$ cat src/rtl/fifo_pixel_reader.sv
// Purpose: pops pixels from a show-ahead FIFO and presents them as a tagged valid/ready stream; drops and resyncs on FIFO overflow.
// Latency: one cycle from FIFO pop to pix_valid/pix_data; one pixel per cycle with pix_ready high.
// Backpressure: pix_valid && !pix_ready blocks the pop and freezes every output; a pop may share a cycle with a beat.
module fifo_pixel_reader #(
    parameter int DATA_WIDTH = 8,
    parameter int IMG_WIDTH  = 640,
    parameter int IMG_HEIGHT = 480,
    parameter int COL_W      = 10,
    parameter int ROW_W      = 9
) (
    input  logic                  clk,
    input  logic                  reset,
    input  logic                  enable,
    input  logic                  frame_start_in,
    input  logic [DATA_WIDTH-1:0] fifo_data_in,
    input  logic                  fifo_empty_in,
    input  logic                  fifo_overflow_in,
    output logic                  fifo_rd_ack_out,
    output logic [DATA_WIDTH-1:0] pix_data,
    output logic                  pix_valid,
    input  logic                  pix_ready,
    output logic [COL_W-1:0]      pix_col,
    output logic [ROW_W-1:0]      pix_row,
    output logic                  pix_sof,
    output logic                  pix_eol,
    output logic                  pix_eof,
    output logic                  frame_done,
    output logic                  err_overflow
);

    typedef enum logic [1:0] {
        S_IDLE    = 2'd0,
        S_RUN     = 2'd1,
        S_DISCARD = 2'd2
    } state_t;

    localparam logic [COL_W-1:0] LAST_COL = COL_W'(IMG_WIDTH - 1);
    localparam logic [ROW_W-1:0] LAST_ROW = ROW_W'(IMG_HEIGHT - 1);

    state_t                  state_q;
    logic                    stop_pending_q;
    logic [COL_W-1:0]        nxt_col_q;
    logic [ROW_W-1:0]        nxt_row_q;
    logic [COL_W-1:0]        nxt_col_d;
    logic [ROW_W-1:0]        nxt_row_d;
    logic [DATA_WIDTH-1:0]   pix_data_q;
    logic                    pix_valid_q;
    logic [COL_W-1:0]        pix_col_q;
    logic [ROW_W-1:0]        pix_row_q;
    logic                    pix_sof_q;
    logic                    pix_eol_q;
    logic                    pix_eof_q;
    logic                    frame_done_q;
    logic                    err_overflow_q;

    logic beat;
    logic pop;
    logic at_last_col;
    logic at_last_row;

    assign beat        = pix_valid_q && pix_ready;
    assign at_last_col = (nxt_col_q == LAST_COL);
    assign at_last_row = (nxt_row_q == LAST_ROW);

    // Pop strobe: DISCARD eats everything; RUN pops when the holding register is free or emptying this cycle.
    // Reset and overflow both block the pop so the FIFO is never read while its state is in doubt.
    assign pop = !reset && !fifo_empty_in && !fifo_overflow_in &&
                 ((state_q == S_DISCARD) ||
                  ((state_q == S_RUN) && !stop_pending_q && (!pix_valid_q || pix_ready)));

    assign fifo_rd_ack_out = pop;

    // Raster position of the pixel after the one at nxt_col_q/nxt_row_q.
    always_comb begin
        nxt_col_d = nxt_col_q + COL_W'(1);
        nxt_row_d = nxt_row_q;
        if (at_last_col) begin
            nxt_col_d = '0;
            nxt_row_d = at_last_row ? '0 : (nxt_row_q + ROW_W'(1));
        end
    end

    // Controller FSM with the output holding register; overflow outranks every other event.
    always_ff @(posedge clk) begin
        if (reset) begin
            state_q        <= S_IDLE;
            stop_pending_q <= 1'b0;
            nxt_col_q      <= '0;
            nxt_row_q      <= '0;
            pix_data_q     <= '0;
            pix_valid_q    <= 1'b0;
            pix_col_q      <= '0;
            pix_row_q      <= '0;
            pix_sof_q      <= 1'b0;
            pix_eol_q      <= 1'b0;
            pix_eof_q      <= 1'b0;
            frame_done_q   <= 1'b0;
            err_overflow_q <= 1'b0;
        end else begin
            frame_done_q <= 1'b0;
            if (fifo_overflow_in) begin
                state_q        <= S_DISCARD;
                stop_pending_q <= 1'b0;
                nxt_col_q      <= '0;
                nxt_row_q      <= '0;
                pix_valid_q    <= 1'b0;
                pix_sof_q      <= 1'b0;
                pix_eol_q      <= 1'b0;
                pix_eof_q      <= 1'b0;
                err_overflow_q <= 1'b1;
            end else begin
                case (state_q)
                    S_IDLE: begin
                        if (beat) begin
                            pix_valid_q <= 1'b0;
                            pix_sof_q   <= 1'b0;
                            pix_eol_q   <= 1'b0;
                            pix_eof_q   <= 1'b0;
                        end
                        if (enable) begin
                            state_q   <= S_RUN;
                            nxt_col_q <= '0;
                            nxt_row_q <= '0;
                        end
                    end
                    S_RUN: begin
                        // Frame boundary: the only place enable is honoured.
                        if (beat && pix_eof_q) begin
                            frame_done_q   <= 1'b1;
                            stop_pending_q <= 1'b0;
                            if (stop_pending_q) begin
                                state_q <= S_IDLE;
                            end
                        end
                        if (pop) begin
                            pix_data_q  <= fifo_data_in;
                            pix_valid_q <= 1'b1;
                            pix_col_q   <= nxt_col_q;
                            pix_row_q   <= nxt_row_q;
                            pix_sof_q   <= (nxt_col_q == '0) && (nxt_row_q == '0);
                            pix_eol_q   <= at_last_col;
                            pix_eof_q   <= at_last_col && at_last_row;
                            nxt_col_q   <= nxt_col_d;
                            nxt_row_q   <= nxt_row_d;
                            if (at_last_col && at_last_row && !enable) begin
                                stop_pending_q <= 1'b1;
                            end
                        end else if (beat) begin
                            pix_valid_q <= 1'b0;
                            pix_sof_q   <= 1'b0;
                            pix_eol_q   <= 1'b0;
                            pix_eof_q   <= 1'b0;
                        end
                    end
                    S_DISCARD: begin
                        pix_valid_q <= 1'b0;
                        pix_sof_q   <= 1'b0;
                        pix_eol_q   <= 1'b0;
                        pix_eof_q   <= 1'b0;
                        // Upstream vsync with an empty FIFO is a clean frame boundary to realign on.
                        if (frame_start_in && fifo_empty_in) begin
                            state_q   <= enable ? S_RUN : S_IDLE;
                            nxt_col_q <= '0;
                            nxt_row_q <= '0;
                        end
                    end
                    default: begin
                        state_q <= S_IDLE;
                    end
                endcase
            end
        end
    end

    assign pix_data     = pix_data_q;
    assign pix_valid    = pix_valid_q;
    assign pix_col      = pix_col_q;
    assign pix_row      = pix_row_q;
    assign pix_sof      = pix_sof_q;
    assign pix_eol      = pix_eol_q;
    assign pix_eof      = pix_eof_q;
    assign frame_done   = frame_done_q;
    assign err_overflow = err_overflow_q;

endmodule

$ cat config.mk
export PLATFORM = sky130hd
export DESIGN_NAME = fifo_pixel_reader
export DESIGN_NICKNAME = d
export VERILOG_FILES = /design/src/rtl/fifo_pixel_reader.sv
export SDC_FILE = /design/constraint.sdc
export NUM_CORES = 1
export LEC_CHECK = 0
export ABC_AREA = 1
export BUFFER_PORTS_ARGS = -buffer_cell sky130_fd_sc_hd__buf_2
export CORE_MARGIN = 5
export CORE_UTILIZATION = 42
export DETAILED_ROUTE_END_ITERATION = 7
export PLACE_DENSITY_LB_ADDON = 0.25
export SLEW_MARGIN = 20
export SYNTH_ARGS = -nofsm -noshare
export SYNTH_HDL_FRONTEND = slang
export SYNTH_SLANG_ARGS = --single-unit
$ cat constraint.sdc
create_clock -name clk -period 2.2 [get_ports clk]
set_input_delay 0.11 -clock clk [delete_from_list [all_inputs] [get_ports clk]]
set_output_delay 0.11 -clock clk [all_outputs]
set_load 0.03 [all_outputs]
==> impl_metrics.env, run 1 <==
export IMPL_status="completed"
export IMPL_cp_start_kind="register"
export IMPL_antenna_found_initial=0
export IMPL_syn2layout_area_growth_pct=13.86
export IMPL_syn_inst=393
export IMPL_dp_hpwl_um=4728
export IMPL_powerDensity_nw_per_um2=562.3
export IMPL_seqPwrFrac_pct=57.8
export IMPL_holdPathEnd="pix_data[4]"
export IMPL_final_area_um2=3104
export IMPL_p_int_mw=1.282
export IMPL_grt_pass1_vias=2458
export IMPL_die_y_um=90.57
export IMPL_met1_length_um=3002
export IMPL_place_congestion=0.9017
export IMPL_ctsResizeCount=0
export IMPL_clock_latency_ns=0.31
export IMPL_core_area_um2=6350
export IMPL_final_common_cell="nand2_1"
export IMPL_place_ws_ns=0.5063
export IMPL_fin_skew_ns=0.01587
export IMPL_cts_hold_fix_buffers=0
export IMPL_wirelength_um=6403
export IMPL_post_route_period_util_pct=77.73
export IMPL_setup_slack_ns=0.4898
export IMPL_maxCapViolations=0
export IMPL_grt_pass1_wl_um=11380
export IMPL_hold_path_depth=3
export IMPL_cts_sinks=55
export IMPL_crit_start="state_q[1]"
export IMPL_dr_wl_met2_um=2989
export IMPL_clock_power_share_pct=30.8
export IMPL_p_switching_uw=463.2
export IMPL_yosysWarnings=0
export IMPL_ys_types=32
export IMPL_clkSlewWorstSetupHoldPaths_ns=0.10
export IMPL_vias=2515
export IMPL_cts_tree="done"
export IMPL_clock_root_buffer="clkbuf_8"
export IMPL_wl_per_cell_um=12.36
export IMPL_core_rowCount=29
export IMPL_grt_start_max_net_pins=30
export IMPL_r2r_start="state_q[1]"
export IMPL_die_area_um2=8203
export IMPL_clock_path_buffers=2
export IMPL_layout_drive_gt1_share_pct=17.23
export IMPL_timing_fmax_mhz=584.7
export IMPL_ios=49
export IMPL_n_antenna_cell=0
export IMPL_cts_buffers=5
export IMPL_path_class="register to register"
export IMPL_synth_fp_nets=416
export IMPL_placedInstanceArea_um2=3022
export IMPL_fin_hold_ws_ns=0.03877
export IMPL_grt_overflow=0
export IMPL_netlist_area_um2=2726
export IMPL_regToRegSetupSlack_ns=0.49
export IMPL_combPwrFrac_pct=11.5
export IMPL_drc=0
export IMPL_finalHoldViolations=0
export IMPL_grt_use_total_pct=16.49
export IMPL_min_period_ns=1.710
export IMPL_first_pass_iters=4
export IMPL_routed_top_layer="met4"
export IMPL_r2r_cells=13
export IMPL_yosysSeqAreaShare_pct=40.39
export IMPL_drtIter0Drc=139
export IMPL_start_util_pct=42.94
export IMPL_crit_path_max_fanout=10
export IMPL_n_fill_cell=686
export IMPL_setup_viol=0
export IMPL_min_path_type="primary input to register"
export IMPL_port_buffers=48
export IMPL_worst_pin_slew_ns=0.3194
export IMPL_htreeDepth=2
export IMPL_relSlewSlack_pct=78.63
export IMPL_met3_length_um=315
export IMPL_nNetsFinal=464
export IMPL_multi_input_area_um2=1388
export IMPL_die_w_um=90.57
export IMPL_end_kind="register"
export IMPL_tns_ns=0
export IMPL_cp_required_ns=2.43
export IMPL_r2r_end="nxt_col_q[8]"
export IMPL_p_sw_share_pct=26.53
export IMPL_ir_drop_mv=0.3182
export IMPL_final_cell_mix="nand2_1, dfxtp_1, buf_2"
export IMPL_leakage_nw=1.377
export IMPL_post_cts_buffers=0
export IMPL_avgSynthCellArea_um2=6.937
export IMPL_viasPerCell=4.855
export IMPL_min_from="fifo_data_in[4]"
export IMPL_seq_area_um2=1101
export IMPL_maxSlewViolCount=0
export IMPL_synth_seq_cells=55
export IMPL_rsz0062_at_grt="false"
export IMPL_ant_nets=0
export IMPL_cp_arrival_ns=1.94
sequential cells by signal, summed over array words and instances, names as in the netlist:
name and flops:
pix_valid 1, pix_col 10, frame_done 1, pix_eof 1, pix_row 9, state_q 2, pix_sof 1, err_overflow 1
pix_data 8, nxt_row_q 9, stop_pending_q 1, nxt_col_q 10, pix_eol 1
per-stage QoR:
| step | util, % | instances | total power, mW |
|---|---|---|---|
| after detailed placement | 47.59 | 511 | 1.233 |
| after global routing | 48.89 | 518 | 1.834 |
| after floorplan | - | 393 | 1.179 |
| after global placement | 47.59 | 511 | 1.232 |
| after CTS | 48.89 | 518 | 1.767 |
| final | 48.89 | 518 | 1.746 |
cells in the mapped netlist:
cell type	instances	area [µm²]
a31oi_1	1	6.260
xor2_1	2	17.52
inv_1	38	142.6
nand3b_1	1	7.510
nor2_1	46	172.7
inv_4	1	6.260
nand2_2	2	12.51
a21oi_1	41	205.2
clkinv_1	1	3.750
inv_2	1	3.750
and3_1	1	6.260
nor4_1	1	6.260
xnor2_1	2	17.52
nor2_4	3	33.78
nor3_1	3	15.01
nand2_1	129	484.2
nor2_2	1	6.260
dfxtp_1	55	1101
ha_1	8	100.1
clkinv_4	1	8.760
nand3_1	19	95.09
buf_2	3	15.01
o21ai_1	1	5.000
o21bai_1	2	15.01
or2_4	1	8.760
buf_6	3	33.78
nand2_4	5	56.30
inv_6	1	8.760
o21ai_0	5	25.02
nand4_1	9	56.30
nand3_4	2	35.03
clkbuf_1	4	15.01
kinds of logic (layout without fill, tap and decap cells):
group,after synthesis,after routing,synth area share (%)
simple gates,223,223,36.53
flops,55,55,40.39
buf+inv,53,101,8.719
compound gates,50,50,9.408
fa+ha+maj,8,8,3.672
xor+xnor,4,4,1.285
power by group through the flow:
stage / Clock (mW) / Combinational, mW / Sequential, mW
6_report: 0.537 / 0.200 / 1.01
4_1_cts: 0.557 / 0.202 / 1.01
3_5_place_dp: 0 / 0.201 / 1.03
5_1_grt: 0.601 / 0.223 / 1.01
3_3_place_gp: 0 / 0.200 / 1.03
2_1_floorplan: 0 / 0.144 / 1.04
metal layers:
metal  vias to the layer above  track usage, %
li1                       1335               -
met1                      1119           20.78
met2                        52           27.72
met3                         9           4.000
met4                         0           4.839
met5                         -               0
final cells by class:
type,count,share of cell area (%)
inverters,43,5.603
well taps,77,3.104
repair buffers,51,8.464
clock buffers,5,2.217
multi-input cells,285,44.70
clock inverters,2,0.4434
flip-flops and latches,55,35.47
critical path, stage by stage, from the launching register on:
cell	delay, ns
dfxtp_1	0.37
inv_1	0.07
ha_1	0.22
inv_4	0.13
nor2_4	0.05
nand2_2	0.07
nand2_4	0.07
nand2_4	0.07
nand2_4	0.10
nand2_4	0.15
clkinv_4	0.11
nand2_1	0.07
nand2_1	0.05
a21oi_1	0.12
worst max path at each step:
stage | end | slack [ns]
after floorplan | nxt_col_q[2] | 0.61
after global placement | nxt_col_q[8] | 0.48
after detailed placement | nxt_col_q[8] | 0.51
after CTS | nxt_col_q[8] | 0.48
after global routing | nxt_row_q[3] | 0.30
final | nxt_col_q[8] | 0.49
Note: power is estimated with default switching activity, not from simulation.
==> run 2: changes to the inputs <==
- ABC_AREA: 1 -> 0
- clock period: 2.2 -> 1.45 ns (I/O delays scaled with it)
==> run 2 against run 1 <==
Effect of this change:
- flip-flop and latch count stayed put
- global-route usage is 6.6 points higher
- largest cell class unchanged
- die area is 5.2% lower
- non-clock buffer count is 88 higher
- the run now ends with negative hold slack, negative setup slack left
- highest routed layer unchanged
- clock skew is 0.011 ns lower
- largest power group unchanged
==> impl_metrics.env, run 2 <==
export IMPL_vias=2746
export IMPL_status="complete, but fails checks"
export IMPL_wl_per_cell_um=17.60
export IMPL_synthSimpleGateAreaFrac_pct=23.94
export IMPL_synth_top_flop_cell="dfxtp_1"
export IMPL_p_int_mw=2.429
export IMPL_core_area_um2=5921
export IMPL_drtIter0Drc=258
export IMPL_yosysMostFrequentCell="dfxtp_1"
export IMPL_powerDensity_nw_per_um2=771.2
export IMPL_cts_buffers=5
export IMPL_finalHoldViolations=1
export IMPL_ir_drop_mv=0.4353
export IMPL_fin_skew_ns=0.005372
export IMPL_synth_xor_area_share_pct=2.389
export IMPL_crit_start="state_q[1]"
export IMPL_synthTopCellsByArea="dfxtp_1, mux2i_1, nor2_1"
export IMPL_dpl_cell_count=462
export IMPL_yosysSeqAreaShare_pct=42.91
export IMPL_synth_seq_cells=55
export IMPL_regToRegSetupSlack_ns=-0.44
export IMPL_r2r_end="nxt_col_q[7]"
export IMPL_clock_root_buffer="clkbuf_8"
export IMPL_dp_hpwl_um=5339
export IMPL_cp_num_buf_inv=2
export IMPL_syn_inst=287
export IMPL_r2r_start="state_q[1]"
export IMPL_synth_async_reset_ratio_pct=0
export IMPL_viasPerCell=5.547
export IMPL_cts_sinks=55
export IMPL_critPathTopFamily="simple AND/OR/NAND/NOR gates"
export IMPL_place_congestion=0.9098
export IMPL_multi_input_area_um2=1763
export IMPL_p_sw_share_pct=25.45
export IMPL_first_pass_iters=4
export IMPL_die_y_um=88.17
export IMPL_clock_path_buffers=2
export IMPL_netlist_area_um2=2566
export IMPL_slowest_stage="or4_4"
export IMPL_grt_pass1_wl_um=13890
export IMPL_clock_power_share_pct=35.9
export IMPL_crit_path_max_fanout=3
export IMPL_min_path_type="primary input to register"
export IMPL_die_area_um2=7773
export IMPL_maxSlewViolCount=0
export IMPL_ios=49
export IMPL_antenna_found_initial=0
export IMPL_final_area_um2=4225
export IMPL_path_class="register to register"
export IMPL_max_stage_delay_ns=0.49
export IMPL_start_util_pct=43.34
export IMPL_synth_top_area_cell="dfxtp_1"
export IMPL_p_switching_uw=829.5
export IMPL_synth_top_area_share_pct=42.91
export IMPL_port_buffers=48
export IMPL_n_fill_cell=430
export IMPL_layout_drive_gt1_share_pct=49.29
export IMPL_cts_tree="done"
export IMPL_cp_start_kind="register"
export IMPL_relSlewSlack_pct=69.81
export IMPL_min_period_ns=1.894
export IMPL_ant_nets=0
export IMPL_die_w_um=88.17
export IMPL_place_ws_ns=-0.3779
export IMPL_setup_viol=54
export IMPL_avgSynthCellArea_um2=8.942
export IMPL_setup_slack_ns=-0.4441
export IMPL_seqPwrFrac_pct=46.9
export IMPL_synth_fp_nets=310
export IMPL_yosysWarnings=0
export IMPL_combPwrFrac_pct=17.2
export IMPL_rsz0062_at_grt="true"
export IMPL_worstSetupEndpoint="nxt_col_q[7]"
export IMPL_tns_ns=-15.32
export IMPL_timing_fmax_mhz=528.0
export IMPL_clkSlewWorstSetupHoldPaths_ns=0.10
export IMPL_violations="negative hold slack, negative setup slack"
export IMPL_grt_start_max_net_pins=24
export IMPL_end_kind="register"
export IMPL_grt_overflow=0
export IMPL_min_from="fifo_data_in[2]"
export IMPL_cp_required_ns=1.70
export IMPL_htreeDepth=2
export IMPL_maxCapViolations=0
export IMPL_synthTopCellsByCount="dfxtp_1, nor2_1, mux2i_1, a21oi_1, nand2_1"
export IMPL_crit_path_cell_trace="inv_6 -> ha_4 -> nor2b_4 -> nor3_4 -> buf_6 -> nand3_2 -> or4_4 -> a21oi_2"
export IMPL_core_rowCount=28
export IMPL_fin_util_pct=71.37
export IMPL_syn2layout_area_growth_pct=64.65
export IMPL_r2r_cells=8
export IMPL_seq_area_um2=1117
export IMPL_nNetsFinal=442
export IMPL_synthAdderAreaFrac_pct=3.901
export IMPL_synth_compound_area_share_pct=11.56
export IMPL_cp_num_cells=8
export IMPL_placedInstanceArea_um2=3476
export IMPL_final_cell_mix="buf_4, dfxtp_1, buf_2"
export IMPL_synth_top_family_by_area="simple AND/OR/NAND/NOR gates"
export IMPL_post_route_period_util_pct=130.6
export IMPL_clock_latency_ns=0.31
export IMPL_grt_pass1_vias=2836
export IMPL_wirelength_um=8711
export IMPL_ys_types=48
export IMPL_layout_cells_non_filler=495
export IMPL_hold_path_depth=3
export IMPL_grt_use_total_pct=23.05
export IMPL_drc=0
export IMPL_leakage_nw=1.947
export IMPL_final_common_cell="buf_4"
export IMPL_worst_pin_slew_ns=0.4513
export IMPL_n_antenna_cell=0
export IMPL_fin_hold_ws_ns=-0.009639
export IMPL_synth_edf_count=0
export IMPL_cp_arrival_ns=2.15
export IMPL_muxShareOfSynthArea_pct=11.70
-- run 2: layer usage --
layer | share of wire, % | track usage (%) | vias up
li1 | - | - | 1297
met1 | 40 | 27.55 | 1330
met2 | 52 | 41.13 | 101
met3 | 6.1 | 4.986 | 18
met4 | 1.9 | 7.005 | 0
met5 | 0 | 0 | -
-- run 2: repair_timing --
item,4_1_cts,5_1_grt
resized for setup,70,27
buffers inserted,9,13
hold endpoints to repair,4,0
gates cloned,3,0
setup endpoints to repair,54,54
pin swaps,37,33
hold buffers,4,0
-- run 2: worst reg2reg max path, cell delays in order, from the launching register on --
cell and delay [ns]:
dfxtp_4 0.40, inv_6 0.05, ha_4 0.16, nor2b_4 0.14, nor3_4 0.24, buf_6 0.14
nand3_2 0.09, or4_4 0.49, a21oi_2 0.13
-- run 2: how the worst min path moves through the flow --
stage / to / slack (ns)
3_3_place_gp: pix_data[0] / 0.30
2_1_floorplan: err_overflow / 0.19
3_5_place_dp: pix_data[1] / 0.31
4_1_cts: pix_data[4] / 0.003
6_report: pix_data[2] / -0.01
5_1_grt: pix_data[3] / 0.01
-- run 2: cell families after synthesis --
| kind of cell | Yosys count |
|---|---|
| simple gates | 118 |
| flops | 55 |
| compound gates | 46 |
| mux | 30 |
| buf+inv | 23 |
| fa+ha+maj | 8 |
| xor+xnor | 7 |
-- run 2: cell type report --
type                    count  share of cell area (%)
clock buffers               6                   2.221
clock inverters             2                  0.9772
inverters                   9                   1.096
multi-input cells         209                   41.72
flip-flops and latches     55                   26.44
well taps                  75                   2.221
repair buffers            139                   25.32
-- run 2: per-stage QoR --
step	power (mW)	hold WS (ns)
after floorplan	1.757	0.1883
after global placement	1.902	0.3007
after detailed placement	1.906	0.3124
after CTS	3.184	0.003322
after global routing	3.365	0.01418
final	3.259	-0.009639
-- run 2: power by group through the flow --
stage | sequential [mW] | clock, mW | combinational (mW)
after floorplan | 1.57 | 0 | 0.187
after global placement | 1.56 | 0 | 0.340
after detailed placement | 1.56 | 0 | 0.343
after CTS | 1.53 | 1.18 | 0.475
after global routing | 1.53 | 1.25 | 0.585
final | 1.53 | 1.17 | 0.559
